[config.mk]
export PLATFORM = sky130hd
export DESIGN_NAME = timer_ctrl
export DESIGN_NICKNAME = d
export VERILOG_FILES = /design/src/rtl/timer_ctrl.sv
export SDC_FILE = /design/constraint.sdc
export NUM_CORES = 1
export LEC_CHECK = 0
export ABC_AREA = 1
export CAP_MARGIN = 20
export CORE_ASPECT_RATIO = 1.75
export CORE_MARGIN = 3
export CORE_UTILIZATION = 34
export CTS_CLUSTER_DIAMETER = 100
export DETAILED_ROUTE_END_ITERATION = 12
export SLEW_MARGIN = 20
export SYNTH_ARGS = -nofsm -noshare
export SYNTH_HDL_FRONTEND = slang
export SYNTH_SLANG_ARGS = --single-unit
[constraint.sdc]
create_clock -name clock -period 1.9 [get_ports clock]
set_input_delay 0.475 -clock clock [delete_from_list [all_inputs] [get_ports clock]]
set_output_delay 0.475 -clock clock [all_outputs]
set_load 0.01 [all_outputs]
[src/rtl/timer_ctrl.sv]
// rtl/timer_ctrl.sv - microwave MM:SS countdown sequencer: chain load/enable/clear, 1 Hz tick, magnetron gate
// Optional done beeper enabled by defining TIMER_CTRL_BEEP_EN.
module timer_ctrl #(
  parameter int TICK_DIV    = 50_000_000,
  parameter int DONE_CYCLES = 100_000_000
`ifdef TIMER_CTRL_BEEP_EN
  ,
  parameter int BEEP_DIV    = 12_500_000
`endif
) (
  input  logic       clock,
  input  logic       clearn,
  input  logic       start,
  input  logic       stop,
  input  logic       door_closed,
  input  logic       load_req,
  input  logic       timer_zero,
  output logic       cnt_loadn,
  output logic       cnt_en,
  output logic       cnt_clearn,
  output logic       mag_on,
  output logic       done,
  output logic [2:0] state
`ifdef TIMER_CTRL_BEEP_EN
  ,
  output logic       beep
`endif
);

  localparam int TW = $clog2(TICK_DIV);
  localparam int DW = $clog2(DONE_CYCLES + 1);

  typedef enum logic [2:0] {
    S_IDLE  = 3'd0,
    S_LOAD  = 3'd1,
    S_RUN   = 3'd2,
    S_PAUSE = 3'd3,
    S_DONE  = 3'd4
  } state_t;

  state_t          cur;
  state_t          nxt;
  logic            start_q;
  logic            stop_q;
  logic            armed;
  logic            start_r;
  logic            stop_r;
  logic            clear_req;
  logic [TW-1:0]   pres;
  logic            pres_wrap;
  logic [DW-1:0]   hold;
  logic            hold_last;

  // armed stays low for the first clock after reset so a key held through reset gives no edge
  assign start_r   = armed & start & ~start_q;
  assign stop_r    = armed & stop & ~stop_q;
  assign pres_wrap = (pres == TW'(TICK_DIV - 1));
  assign hold_last = (hold == DW'(DONE_CYCLES - 1));
  assign state     = cur;

  always_comb begin
    nxt       = cur;
    clear_req = 1'b0;
    case (cur)
      S_IDLE: begin
        if (stop_r)
          clear_req = 1'b1;
        else if (load_req)
          nxt = S_LOAD;
        else if (start_r && door_closed && !timer_zero)
          nxt = S_RUN;
      end
      S_LOAD: nxt = S_IDLE;
      S_RUN: begin
        if (timer_zero)
          nxt = S_DONE;
        else if (!door_closed || stop_r)
          nxt = S_PAUSE;
      end
      S_PAUSE: begin
        if (stop_r) begin
          nxt       = S_IDLE;
          clear_req = 1'b1;
        end else if (start_r && door_closed) begin
          nxt = S_RUN;
        end
      end
      S_DONE: begin
        if (stop_r || !door_closed || hold_last)
          nxt = S_IDLE;
      end
      default: nxt = S_IDLE;
    endcase
  end

  always_ff @(posedge clock or negedge clearn) begin
    if (!clearn) begin
      cur     <= S_IDLE;
      start_q <= 1'b0;
      stop_q  <= 1'b0;
      armed   <= 1'b0;
    end else begin
      cur     <= nxt;
      start_q <= start;
      stop_q  <= stop;
      armed   <= 1'b1;
    end
  end

  // Prescaler only advances on RUN->RUN steps, so a pause keeps the partial second intact
  always_ff @(posedge clock or negedge clearn) begin
    if (!clearn) begin
      pres <= '0;
    end else if (cur == S_IDLE) begin
      pres <= '0;
    end else if (cur == S_RUN && nxt == S_RUN) begin
      pres <= pres_wrap ? '0 : pres + 1'b1;
    end
  end

  always_ff @(posedge clock or negedge clearn) begin
    if (!clearn)
      hold <= '0;
    else if (cur != S_DONE)
      hold <= '0;
    else
      hold <= hold + 1'b1;
  end

  always_ff @(posedge clock or negedge clearn) begin
    if (!clearn) begin
      cnt_loadn  <= 1'b1;
      cnt_en     <= 1'b0;
      cnt_clearn <= 1'b1;
      mag_on     <= 1'b0;
      done       <= 1'b0;
    end else begin
      cnt_loadn  <= (nxt != S_LOAD);
      cnt_en     <= (cur == S_RUN) && (nxt == S_RUN) && pres_wrap;
      cnt_clearn <= !clear_req;
      mag_on     <= (nxt == S_RUN);
      done       <= (nxt == S_DONE);
    end
  end

`ifdef TIMER_CTRL_BEEP_EN
  localparam int BW = $clog2(BEEP_DIV + 1);
  logic [BW-1:0] bcnt;

  always_ff @(posedge clock or negedge clearn) begin
    if (!clearn) begin
      beep <= 1'b0;
      bcnt <= '0;
    end else if (nxt != S_DONE) begin
      beep <= 1'b0;
      bcnt <= '0;
    end else if (cur != S_DONE) begin
      beep <= 1'b1;
      bcnt <= '0;
    end else if (bcnt == BW'(BEEP_DIV - 1)) begin
      beep <= ~beep;
      bcnt <= '0;
    end else begin
      bcnt <= bcnt + 1'b1;
    end
  end
`endif

endmodule
==> flow_metrics.env <==
export IMPL_status="complete, no violations"
export IMPL_path_delay_family="buffers and inverters"
export IMPL_drc=0
export IMPL_coreArea_um2=11400
export IMPL_cts_path_max_buffers=2
export IMPL_final_common_cell="nand2_1"
export IMPL_peakVddDrop_mv=0.486
export IMPL_skew_ns=0.00790
export IMPL_first_global_vias=3826
export IMPL_start_util_pct=35.4
export IMPL_layout_common_cells="nand2_1, nor2_1, dfrtp_1"
export IMPL_grt_start_max_net_pins=45
export IMPL_antenna_cells=0
export IMPL_setup_viol=0
export IMPL_synth_edf_count=0
export IMPL_worstPathRequired_ns=1.42
export IMPL_cap_violations=0
export IMPL_die_area_um2=13200
export IMPL_rows=51
export IMPL_ios=15
export IMPL_overflow=0
export IMPL_cp_num_buf_inv=1
export IMPL_fmax_mhz=545
export IMPL_synth_nets=565
export IMPL_critPathMaxFanout=1
export IMPL_ys_seq_elements=64
export IMPL_num_fill_cells=1153
export IMPL_fp_dieH_um=150
export IMPL_worst_ep_arrival_time_ns=1.36
export IMPL_port_buffers=14
export IMPL_start_kind="register"
export IMPL_cts_sinks=64
export IMPL_synth_cells=556
export IMPL_critical_path_class="register to primary output"
export IMPL_drt_total_wl_mm=9.84
export IMPL_track_usage_pct=16.6
export IMPL_ys_flop_type="dfrtp_1"
export IMPL_dp_cells=712
export IMPL_period_share_pct=96.5
export IMPL_utilization_pct=41.8
export IMPL_path_clk_slew_ns=0.05
export IMPL_cts_setup_buffers=0
export IMPL_rsz0062_at_grt="no"
export IMPL_nets=600
export IMPL_h_tree_depth=3
export IMPL_final_layout_size_suffix_gt1_share_pct=14.3
export IMPL_ys_warn_count=0
export IMPL_gp_congestion=0.905
export IMPL_antenna_found_initial=0
export IMPL_vias_per_cell=5.08
export IMPL_first_pass_iters=4
export IMPL_worstMarginPinSlew_ns=0.573
export IMPL_areaGrowthSynthToFinish_pct=18.0
export IMPL_reg2reg_depth=6
export IMPL_chipWidth_um=88.2
export IMPL_drv_slew=0
export IMPL_path_depth=1
export IMPL_ant_nets=0
export IMPL_p_leak_nw=2.20
export IMPL_syn_area_um2=4020
export IMPL_cts_buffers=9
export IMPL_drtIter0Drc=160
export IMPL_crit_slowest_cell="clkdlybuf4s50_1"
export IMPL_final_min_clock_period_ns=1.83
export IMPL_synthDistinctLibCells=39
export IMPL_crit_chain="clkdlybuf4s50_1"
export IMPL_insertion_delay_ns=0.32
export IMPL_crit_path_end_kind="primary output"
export IMPL_instances_no_fill=728
export IMPL_relSlewSlack_pct=61.8
export IMPL_vias=3699
export IMPL_clock_root_buffer="clkbuf_16"
export IMPL_syn_area_per_cell_um2=7.23
export IMPL_max_stage_delay_ns=0.52
export IMPL_grt_pass1_wl_mm=17.2
export IMPL_multi_input_area_um2=2110
export IMPL_cts_tree="yes"
export IMPL_hold_class="input port to async pin"
export IMPL_cellPowerDensity_nw_per_um2=836
export IMPL_yosysSeqAreaShare_pct=39.9
export IMPL_dp_hpwl_mm=7.31
export IMPL_wl_per_cell_um=13.5
export IMPL_seqCellArea_um2=1610
export IMPL_final_hold_viol_count=0
export IMPL_async_reset_ff_share_pct=100
==> cell usage after synthesis, types with 5 or more instances <==
cell type  number  share of area (%)
nand2_1       146                 14
nor2_1         80                7.5
dfrtp_1        62                 39
nand3_1        56                7.0
inv_1          54                5.0
nand4_1        33                5.1
a21oi_1        15                1.9
o21ai_0        15                1.9
xor2_1         15                3.3
inv_2           8               0.75
nor2_2          8                1.2
nor3_1          7               0.87
buf_2           6               0.75
nand2_2         6               0.93
nor3_2          5                1.2
nor4_1          5               0.78
==> power by group <==
| part | switching [W] | internal, W |
|---|---|---|
| sequential | 0.0000533 | 0.00142 |
| combinational | 0.000595 | 0.000280 |
| clock | 0.000571 | 0.00104 |
| total | 0.00122 | 0.00275 |
==> what timing repair did <==
item,CTS,global route
hold buffers,0,0
endpoints found under the hold margin,0,0
resized for setup,2,1
setup endpoints to repair,2,17
pin swaps,0,1
==> cell families (layout without fill, tap and decap cells) <==
logic type | count (synthesis) | after routing | share of synthesized area [%]
flip-flops | 64 | 64 | 39.9
buffers and inverters | 76 | 116 | 7.90
AND/OR/NAND/NOR | 361 | 361 | 43.2
other | 1 | 1 | 0.0933
AO/OA/AOI/OAI | 34 | 34 | 4.39
XOR/XNOR | 18 | 18 | 3.92
adder cells (fa/ha/maj) | 2 | 2 | 0.622
==> through the flow <==
stage / cell area, µm² / power, W / TNS, ns / worst slack [ns] / hold slack [ns]
global placement: 4450 / 0.00236 / -4.75 / -0.192 / 0.471
finish: 4740 / 0.00397 / 0 / 0.0660 / 0.129
floorplan: 4020 / 0.00204 / 0 / 0.352 / 0.179
global route: 4740 / 0.00417 / 0 / 0.0000409 / 0.148
CTS: 4740 / 0.00403 / 0 / 0.0387 / 0.126
detailed placement: 4450 / 0.00238 / -5.83 / -0.238 / 0.476
==> cell type report <==
class	count	share of cell area [%]
Clock buffer	12	5.20
Sequential cell	64	33.9
Timing Repair Buffer	37	7.02
Clock inverter	4	0.950
Tap cell	132	3.48
Multi-Input combinational cell	416	44.4
Inverter	63	5.04
==> flip-flops by register name (all words and copies together), names as in the netlist <==
signal / flops
armed: 1
cnt_clearn: 1
cnt_en: 1
mag_on: 1
pres: 26
start_q: 1
done: 1
cnt_loadn: 1
stop_q: 1
state: 3
hold: 27
==> path summary, 6_finish.rpt <==
path | start | endpoint | slack, ns
worst max-delay path | cnt_clearn | cnt_clearn | 0.07
worst min-delay path | clearn | pres[12] | 0.13
worst max register to register | hold[0] | hold[22] | 0.17
worst min register to register | hold[15] | hold[15] | 0.52
max in group asynchronous | clearn | state[2] | 1.23
min in group clock | hold[15] | hold[15] | 0.52
==> routing by layer <==
metal / vias up / wire length [µm] / GRT usage [%]
met5: - / 0 / 0
met4: 0 / 486 / 10.7
met3: 32 / 270 / 2.48
met2: 82 / 5460 / 29.6
met1: 1708 / 3620 / 17.4
li1: 1877 / - / -
(Power assumes the default switching activity.)
